File: src/rtl/pc_unit_pkg.sv
// Shared encodings for the fetch-stage program-counter unit:
// next-PC select codes, branch compare codes and the redirect state.
package pc_unit_pkg;

    localparam logic [3:0] NPC_NORMAL = 4'd0;
    localparam logic [3:0] NPC_BRANCH = 4'd1;
    localparam logic [3:0] NPC_JUMP   = 4'd2;
    localparam logic [3:0] NPC_JREG   = 4'd3;

    localparam logic [2:0] CMP_EQ  = 3'd0;
    localparam logic [2:0] CMP_NE  = 3'd1;
    localparam logic [2:0] CMP_LEZ = 3'd2;
    localparam logic [2:0] CMP_GTZ = 3'd3;
    localparam logic [2:0] CMP_LTZ = 3'd4;
    localparam logic [2:0] CMP_GEZ = 3'd5;

    typedef enum logic {
        ST_RUN  = 1'b0,
        ST_PEND = 1'b1
    } pc_state_e;

endpackage

File: src/rtl/pc_unit_branch_cmp.sv
// D-stage branch condition evaluator: signed 32-bit compares,
// zero tests look at rs only; unused codes are never taken.
module branch_cmp
    import pc_unit_pkg::*;
(
    input  logic [31:0] rs_i,
    input  logic [31:0] rt_i,
    input  logic [2:0]  cmp_i,
    output logic        cond_o
);

    logic rs_zero;
    logic rs_neg;

    assign rs_zero = (rs_i == 32'd0);
    assign rs_neg  = rs_i[31];

    // Select the condition named by the compare code
    always_comb begin
        cond_o = 1'b0;
        case (cmp_i)
            CMP_EQ:  cond_o = (rs_i == rt_i);
            CMP_NE:  cond_o = (rs_i != rt_i);
            CMP_LEZ: cond_o = rs_neg | rs_zero;
            CMP_GTZ: cond_o = ~rs_neg & ~rs_zero;
            CMP_LTZ: cond_o = rs_neg;
            CMP_GEZ: cond_o = ~rs_neg;
            default: cond_o = 1'b0;
        endcase
    end

endmodule

File: src/rtl/pc_unit.sv
// Fetch PC register with D-stage branch/jump resolution, exception
// and eret redirects, and a one-entry latch for redirects during imem waits.
module pc_unit
    import pc_unit_pkg::*;
#(
    parameter logic [31:0] RESET_PC   = 32'h0000_3000,
    parameter logic [31:0] HANDLER_PC = 32'h0000_4180,
    parameter bit          DELAY_SLOT = 1'b1
) (
    input  logic        clk,
    input  logic        reset,
    input  logic        stall,
    input  logic        imem_ready,
    input  logic [3:0]  D_PCsel,
    input  logic [2:0]  D_cmp,
    input  logic [31:0] D_PC,
    input  logic [31:0] D_extImm,
    input  logic [25:0] D_index,
    input  logic [31:0] D_rsValue,
    input  logic [31:0] D_rtValue,
    input  logic        exc_req,
    input  logic        eret_req,
    input  logic [31:0] EPC,
    output logic [31:0] F_PC,
    output logic        D_taken,
    output logic        F_flush,
    output logic        F_BD,
    output logic        F_adel
);

    pc_state_e   state_q, state_d;
    logic [31:0] pc_q, pc_d;
    logic [31:0] pend_q, pend_d;
    logic [31:0] d_plus4;
    logic [31:0] target;
    logic        cond;
    logic        advance;
    logic        redirect;

    branch_cmp u_cmp (
        .rs_i   (D_rsValue),
        .rt_i   (D_rtValue),
        .cmp_i  (D_cmp),
        .cond_o (cond)
    );

    assign d_plus4 = D_PC + 32'd4;
    assign advance = imem_ready & ~stall;

    // Resolve whether D transfers control and where it goes
    always_comb begin
        D_taken = 1'b0;
        target  = d_plus4;
        case (D_PCsel)
            NPC_BRANCH: begin
                D_taken = cond;
                target  = d_plus4 + (D_extImm << 2);
            end
            NPC_JUMP: begin
                D_taken = 1'b1;
                target  = {d_plus4[31:28], D_index, 2'b00};
            end
            NPC_JREG: begin
                D_taken = 1'b1;
                target  = D_rsValue;
            end
            default: begin
                D_taken = 1'b0;
                target  = d_plus4;
            end
        endcase
        D_taken = D_taken & ~stall;
    end

    // Prioritised next-PC selection; a D transfer seen while a
    // redirect is already pending is dropped (D holds a bubble then)
    always_comb begin
        pc_d    = pc_q;
        pend_d  = pend_q;
        state_d = state_q;
        if (exc_req) begin
            pc_d    = HANDLER_PC;
            state_d = ST_RUN;
        end else if (eret_req) begin
            pc_d    = EPC;
            state_d = ST_RUN;
        end else if (state_q == ST_PEND) begin
            if (advance) begin
                pc_d    = pend_q;
                state_d = ST_RUN;
            end
        end else if (D_taken && advance) begin
            pc_d = target;
        end else if (D_taken && !imem_ready) begin
            pend_d  = target;
            state_d = ST_PEND;
        end else if (advance) begin
            pc_d = pc_q + 32'd4;
        end
    end

    // PC, redirect latch and state registers
    always_ff @(posedge clk or posedge reset) begin
        if (reset) begin
            pc_q    <= RESET_PC;
            pend_q  <= 32'd0;
            state_q <= ST_RUN;
        end else begin
            pc_q    <= pc_d;
            pend_q  <= pend_d;
            state_q <= state_d;
        end
    end

    assign redirect = D_taken | (state_q == ST_PEND);
    assign F_PC     = pc_q;
    assign F_adel   = |pc_q[1:0];
    assign F_BD     = DELAY_SLOT ? redirect : 1'b0;
    assign F_flush  = DELAY_SLOT ? 1'b0 : redirect;

endmodule

File: config.mk
export PLATFORM = sky130hd
export DESIGN_NAME = pc_unit
export DESIGN_NICKNAME = d
export VERILOG_FILES = /design/src/rtl/pc_unit_pkg.sv /design/src/rtl/pc_unit_branch_cmp.sv /design/src/rtl/pc_unit.sv
export SDC_FILE = /design/constraint.sdc
export NUM_CORES = 1
export LEC_CHECK = 0
export CORE_MARGIN = 5
export CORE_UTILIZATION = 52
export DETAILED_ROUTE_END_ITERATION = 8
export HOLD_SLACK_MARGIN = 0.02
export PLACE_DENSITY = 0.95
export SLEW_MARGIN = 10
export SYNTH_ARGS = -nofsm -noshare
export SYNTH_HDL_FRONTEND = slang
export SYNTH_SLANG_ARGS = --single-unit
File: constraint.sdc
create_clock -name clk -period 4.7 [get_ports clk]
set_input_delay 0.94 -clock clk [delete_from_list [all_inputs] [get_ports clk]]
set_output_delay 0.94 -clock clk [all_outputs]
set_load 0.005 [all_outputs]
## Word level (Yosys, flattened, before mapping)

Cells that the tools add are included.

| cells by class | value |
|---|---|
| $add $sub $neg | 3 |
| $mul | 0 |
| div/mod/pow operators | 0 |
| $lt $le $gt $ge | 0 |
| equal/unequal tests | 12 |
| shift operators | 0 |
| multiplexer cells | 16 |
| bitwise operators | 12 |
| reductions and logical operators | 10 |

Operators by type and width:

| kind | count |
|---|---|
| two-way mux 32 bit | 7 |
| case mux 32 bit (3 select lines) | 1 |
| adder 32 x 3 -> 32 bit, second input constant | 2 |
| adder 32 bit | 1 |
| == test 32 bit | 1 |
| logical NOT 32 bit | 1 |
| inequality test 32 bit | 1 |
| == test 4 x 2 -> 1 bit, second input constant | 2 |
| NOT 1 bit | 7 |
| == test 3 x 2 -> 1 bit, second input constant | 2 |
| == test 3 bit, second input constant | 2 |
| two-way mux 1 bit | 6 |
| case mux 1 bit (6 select lines) | 1 |
| inequality test 5 bit, second input constant | 1 |
| AND reduction 5 bit | 1 |
| == test 4 x 1 -> 1 bit, second input constant | 1 |
| inequality test 4 x 3 -> 1 bit, second input constant | 1 |
| nonzero test 4 bit | 1 |
| OR reduction 2 bit | 2 |
| AND 1 bit | 3 |
| == test 3 x 1 -> 1 bit, second input constant | 1 |
| logical NOT 3 bit | 1 |
| AND reduction 3 bit | 1 |
| logical AND 1 bit | 2 |
| other kinds (3) | 4 |

| storage, ports and cells | value |
|---|---|
| register bits | 65 |
| bits in latches | 0 |
| bits in writable memories | 0 |
| bits in read-only memories | 0 |
| input port bits | 199 |
| output and inout port bits | 36 |
| logic and storage cells | 56 |
| memories | 0 |

## Depth between registers and ports, before layout

| logic depth | value |
|---|---|
| word-level depth | 12 |
| gate-level depth with buffers | 18 |
| depth with buffers taken out | 17 |

## By module

A second synthesis with hierarchy kept.

| second synthesis, totals | value |
|---|---|
| cells, all modules | 974 |
| area total of the unflattened synthesis | 7345.8 um^2 |

Modules (own cells, without submodules):

| module | instances | cells each | area each (um^2) | sequential area each (um^2) |
|---|---|---|---|---|
| pc_unit | 1 | 907 | 6815.3 | 1629.1 |
| branch_cmp | 1 | 67 | 530.5 | 0.0 |

## Least setup slack after synthesis

OpenSTA, ideal clock, no wires.

| timing | value |
|---|---|
| path kind | input to register |
| start point | input port D_PC[5] |
| end point | register pc_q[20] (netlist: F_PC[20]) |
| data arrival time | 3.946 ns |
| data required time | 4.578 ns |
| path slack | 0.632 ns |
| cell stages on the path | 15 |
| buffers on the path | 0 |
| cell sequence | and4_1 -> nand4_2 -> nor2_1 -> nand2_1 -> xnor2_1 -> ha_1 -> and2_1 -> a221o_1 -> and2_1 -> o31ai_2 -> and2_1 -> nor3b_1 -> a211oi_1 -> o21ai_0 -> a2111oi_1 |

| on the way | value |
|---|---|
| longest elaborated chain between the ends | 7 |

Ends and longest elaborated chain:

| what | line | RTL |
|---|---|---|
| from (decl) | pc_unit.sv:16 | `input logic [31:0] D_PC,` |
| adder 32 x 3 -> 32 bit * | pc_unit.sv:47 | `assign d_plus4 = D_PC + 32'd4;` |
| adder 32 bit | pc_unit.sv:57 | `target = d_plus4 + (D_extImm << 2);` |
| case mux 32 bit (3 select lines) * | pc_unit.sv:54 | `case (D_PCsel)` |
| two-way mux 32 bit * | pc_unit.sv:92 | `end else if (D_taken && advance) begin` |
| two-way mux 32 bit * | pc_unit.sv:87 | `end else if (state_q == ST_PEND) begin` |
| two-way mux 32 bit * | pc_unit.sv:84 | `end else if (eret_req) begin` |
| two-way mux 32 bit * | pc_unit.sv:81 | `if (exc_req) begin` |
| to (signal assigned) | pc_unit.sv:109 | `pc_q <= pc_d;` |
| to (decl) | pc_unit.sv:32 | `logic [31:0] pc_q, pc_d;` |

Mark *: on every way between the ends. The rest lies on a longest branch, timed or not.
A chain may end at the register's enable or synchronous reset.

## Worst setup path in the final report

| timing | value |
|---|---|
| start point | input port D_rsValue[18] |
| end point | output port F_BD |

| on the way | value |
|---|---|
| longest elaborated chain between the ends | 7 |

Ends and longest elaborated chain:

| what | line | RTL |
|---|---|---|
| from (decl) | pc_unit.sv:19 | `input logic [31:0] D_rsValue,` |
| logical NOT 32 bit | pc_unit_branch_cmp.sv:15 | `assign rs_zero = (rs_i == 32'd0);` |
| NOT 1 bit | pc_unit_branch_cmp.sv:25 | `CMP_GTZ: cond_o = ~rs_neg & ~rs_zero;` |
| AND 1 bit | pc_unit_branch_cmp.sv:25 |  |
| case mux 1 bit (6 select lines) * | pc_unit_branch_cmp.sv:21 | `case (cmp_i)` |
| case mux 1 bit (2 select lines) * | pc_unit.sv:54 |  |
| AND 1 bit * | pc_unit.sv:72 | `D_taken = D_taken & ~stall;` |
| bitwise OR 1 bit * | pc_unit.sv:115 | `assign redirect = D_taken \| (state_q == ST_PEND);` |
| to (decl) | pc_unit.sv:27 | `output logic F_BD,` |

Marked as above.

==> results.cfg <==
[placement]
dp_hpwl_mm = 24.86
place_congestion = 1.061
place.port_buffers = 231
worst_slack_at_placement_ps = -302.7

[timing]
finalHoldViolations = 0
timing.max_slew.rel_slack = 0.2031
report.final.setup_viol = 0
max_clock_freq_mhz = 216.7
period_share = 0.9818
setup_slack_ps = 85.70
tns_ps = 0
unrepaired_setup_endpoints_after_global_routing = yes
final_period_minus_worst_setup_slack_ps = 4614
timing_max_transition_violations_final = 0
clock_skew_ps = 8.683
worst_slew_pin_slew_ps = 1195

[drt]
drt_iter0_drc = 1518
via_count = 9698
avgRoutedWirePerCell_um = 21.40
route.final.wire_length_mm = 31.93
detail_route.vias_per_cell = 6.500
drc_errors = 0
drt_pass1_iterations = 8
antenna_violating_nets_post_route = 0

[logic_synthesis]
commonest_cells_in_the_synthesized_netlist = sky130_fd_sc_hd__nand2_1, sky130_fd_sc_hd__nor2_1, sky130_fd_sc_hd__xnor2_1, sky130_fd_sc_hd__a21oi_1, sky130_fd_sc_hd__dfrtp_1
synthesis.yosys.warnings = 0
yosysMostFrequentCell = sky130_fd_sc_hd__nand2_1
synth-edff-count = 0
yosysUniqueCellTypes = 79
synthDominantCellAreaShare = 0.2119
mappedNetlistArea_mm2 = 0.007441
synth_top_cell_by_area = sky130_fd_sc_hd__dfrtp_1
synth_async_sr_flop_share = 1.000
synthesis.instances = 999
post_synthesis_register_bit_count = 65
post_synth_main_area_contributors = sky130_fd_sc_hd__dfrtp_1, sky130_fd_sc_hd__xnor2_1, sky130_fd_sc_hd__nand2_1, sky130_fd_sc_hd__ha_1, sky130_fd_sc_hd__nor2_1
synthesis.nets = 1235
synth-main-ff-cell = sky130_fd_sc_hd__dfrtp_1
syn_area_per_cell_um2 = 7.448
yosysSeqAreaShare = 0.2189

[hold_path]
hold_start = pend_q[14]$_DFFE_PP0P_
timing.hold.worst.class = flop to flop
hold-path-endpoint = pend_q[14]$_DFFE_PP0P_
hold_depth = 2

[cells_and_area]
n_fill_cell = 865
num_antenna_cells = 0
syn2layout_area_growth_pct = 49.10
drive_above_1_share = 0.1494
fin_nets = 1544

[power_and_ir_drop]
pwr-share-comb = 0.421
p_int_mw = 1.517
pwr_density_cell_mw_per_mm2 = 207.0
switching_share = 0.3397
total_leakage_power_nw = 4.742
worst_ir_drop_vdd_mv = 0.1742
p_sw_mw = 0.7802
clock_power_share = 0.275
pwr-share-seq = 0.303

[cts]
clkSlewWorstSetupHoldPaths_ps = 50
cts-buffers-inserted = 9
clock-root-buffer = sky130_fd_sc_hd__clkbuf_16
cts_tree = yes
clk_latency_ps = 340
htreeDepth = 3
cts_sinks = 65
cts_hold_buffers = 0
clock_tree.buffer_depth = 2

[worst_setup_path]
crit_path_cell_trace = clkdlybuf4s50_1, xnor2_1, buf_4, nand4_1, nor4_1, a211oi_1, a2111o_1, a21oi_2, nor2_2, o21ai_1, clkdlybuf4s50_1
required_ps = 3760
critPathLaunchType = input pin
r2r.worst_path.cells = 10
r2r_slack_ps = 1750
setup.worst_path.class = input pin to primary output
timing.critical_path.buf_inv = 3
cp-end-kind = primary output
worst-endpoint-arrival_ps = 3670
critPathMaxStageDelay_ps = 590
crit_family = buffers and inverters
cpMostUsedCell = sky130_fd_sc_hd__clkdlybuf4s50_1
timing.critical_path.fanout_max = 3
rr_startpoint = F_PC[4]$_DFFE_PP0P_
crit-reg2reg-capture = F_PC[31]$_DFFE_PP0P_
highest_delay_cell_along_the_critical_path = sky130_fd_sc_hd__clkdlybuf4s50_1

[global_routing]
grt_overflow = 0
grt_max_degree = 43
global_route_wire_length_before_repair_mm = 48.41
grt_pass1_vias = 9549
grt_usage = 0.3628
initial_antenna_violation_count = 0

[floorplanning]
floorplan.die_area_mm2 = 0.01680
rows = 43
chipHeight_um = 129.6
die_w_um = 129.6
fp.coreArea_mm2 = 0.01393
top_level_ports = 235
initial_utilization = 0.5340

[run_status]
status = complete, no violations

[job]
max-cap-violations = 0
-- cell type report --
type | instances | area (µm²) | share of cell area
timing repair buffer | 352 | 3249 | 0.2929
inverter | 28 | 105.1 | 0.009473
multi-input combinational | 852 | 5603 | 0.5050
clock buffer | 13 | 270.3 | 0.02436
tap | 180 | 225.2 | 0.02030
clock inverter | 2 | 12.51 | 0.001128
sequential | 65 | 1629 | 0.1468
-- stage by stage --
stage / hold slack, ps / power (mW) / util / std cells / instance area [µm²]
4_1_cts: 478.9 / 2.253 / 0.7865 / 1490 / 10960
5_1_grt: 501.6 / 2.388 / 0.7962 / 1492 / 11090
3_3_place_gp: 456.1 / 1.571 / 0.7654 / 1475 / 10670
2_1_floorplan: 440.6 / 1.132 / - / 999 / 7441
3_5_place_dp: 464.4 / 1.615 / 0.7654 / 1475 / 10670
6_report: 477.9 / 2.297 / 0.7962 / 1492 / 11090
-- placed cells by master (no fill, tap or decap), types with 9 or more instances in the layout --
cell and instances:
sky130_fd_sc_hd__a21o_1 13, sky130_fd_sc_hd__a21oi_1 61, sky130_fd_sc_hd__a31oi_1 14, sky130_fd_sc_hd__and3_1 9, sky130_fd_sc_hd__buf_4 119, sky130_fd_sc_hd__clkbuf_16 9
sky130_fd_sc_hd__clkdlybuf4s50_1 225, sky130_fd_sc_hd__dfrtp_1 63, sky130_fd_sc_hd__ha_1 35, sky130_fd_sc_hd__inv_1 26, sky130_fd_sc_hd__mux2i_1 28, sky130_fd_sc_hd__nand2_1 128
sky130_fd_sc_hd__nand2b_1 12, sky130_fd_sc_hd__nand3_1 38, sky130_fd_sc_hd__nand4_1 27, sky130_fd_sc_hd__nor2_1 98, sky130_fd_sc_hd__nor2b_1 9, sky130_fd_sc_hd__nor3_1 23
sky130_fd_sc_hd__o211ai_1 9, sky130_fd_sc_hd__o21ai_0 60, sky130_fd_sc_hd__o21ai_1 10, sky130_fd_sc_hd__o31ai_1 14, sky130_fd_sc_hd__or3_1 9, sky130_fd_sc_hd__xnor2_1 71
sky130_fd_sc_hd__xor2_1 36
-- power by group through the flow --
stage,clock [mW],sequential [mW],combinational (mW)
2_1_floorplan,0,0.682,0.450
3_3_place_gp,0,0.693,0.878
3_5_place_dp,0,0.700,0.916
4_1_cts,0.637,0.692,0.924
5_1_grt,0.659,0.703,1.03
6_report,0.632,0.696,0.968
-- worst reg2reg max path, stage by stage (launching register included) --
cell,delay [ps]
sky130_fd_sc_hd__dfrtp_1,490
sky130_fd_sc_hd__nand4_1,200
sky130_fd_sc_hd__nor3_2,290
sky130_fd_sc_hd__nand2_1,170
sky130_fd_sc_hd__nor3_1,570
sky130_fd_sc_hd__and2_1,300
sky130_fd_sc_hd__nand3_1,110
sky130_fd_sc_hd__xor2_1,150
sky130_fd_sc_hd__or3_1,320
sky130_fd_sc_hd__o22ai_1,170
sky130_fd_sc_hd__a21o_1,110
-- worst max path at each step --
| stage | cells after the start | to | from | slack [ps] |
|---|---|---|---|---|
| after floorplan | 15 | F_PC[20]$_DFFE_PP0P_ | D_PC[5] | 630 |
| after global placement | 18 | F_PC[26]$_DFFE_PP0P_ | D_PC[4] | -150 |
| after detailed placement | 17 | F_PC[20]$_DFFE_PP0P_ | D_PC[4] | -300 |
| after CTS | 11 | F_BD | D_rsValue[15] | 9 |
| after global routing | 18 | F_PC[15]$_DFFE_PP0P_ | D_PC[6] | -40 |
| final | 11 | F_BD | D_rsValue[18] | 90 |
-- per-layer routing --
metal  routed length [µm]  share of wire  GRT usage
met3                 4607           0.14     0.1022
met5                    0              0          0
met2                14180           0.44     0.5890
met4                 2046          0.064     0.1974
met1                11090           0.35     0.4343
-- registers in the layout, indices dropped and copies added, names as in the netlist --
signal,cells
pend_q,32
F_PC,32
state_q,1
-- cell families (layout without fill, tap and decap cells) --
family                   Yosys count  in the layout  synth area share
AO/OA/AOI/OAI                    270            270            0.2410
adder cells (fa/ha/maj)           37             37           0.06322
AND/OR/NAND/NOR                  401            401            0.2561
XOR/XNOR                         108            108            0.1271
flip-flops                        65             65            0.2189
multiplexers                      35             35           0.04826
other                              1              1         0.0005040
buffers and inverters             82            395           0.04490
-- repair_timing --
action	CTS	global route
pin swaps	0	6
endpoints found under the hold margin	0	0
gates resized for setup	3	31
setup endpoints to repair	1	16
setup buffers	0	2
Power figures use the tool's default switching activity.
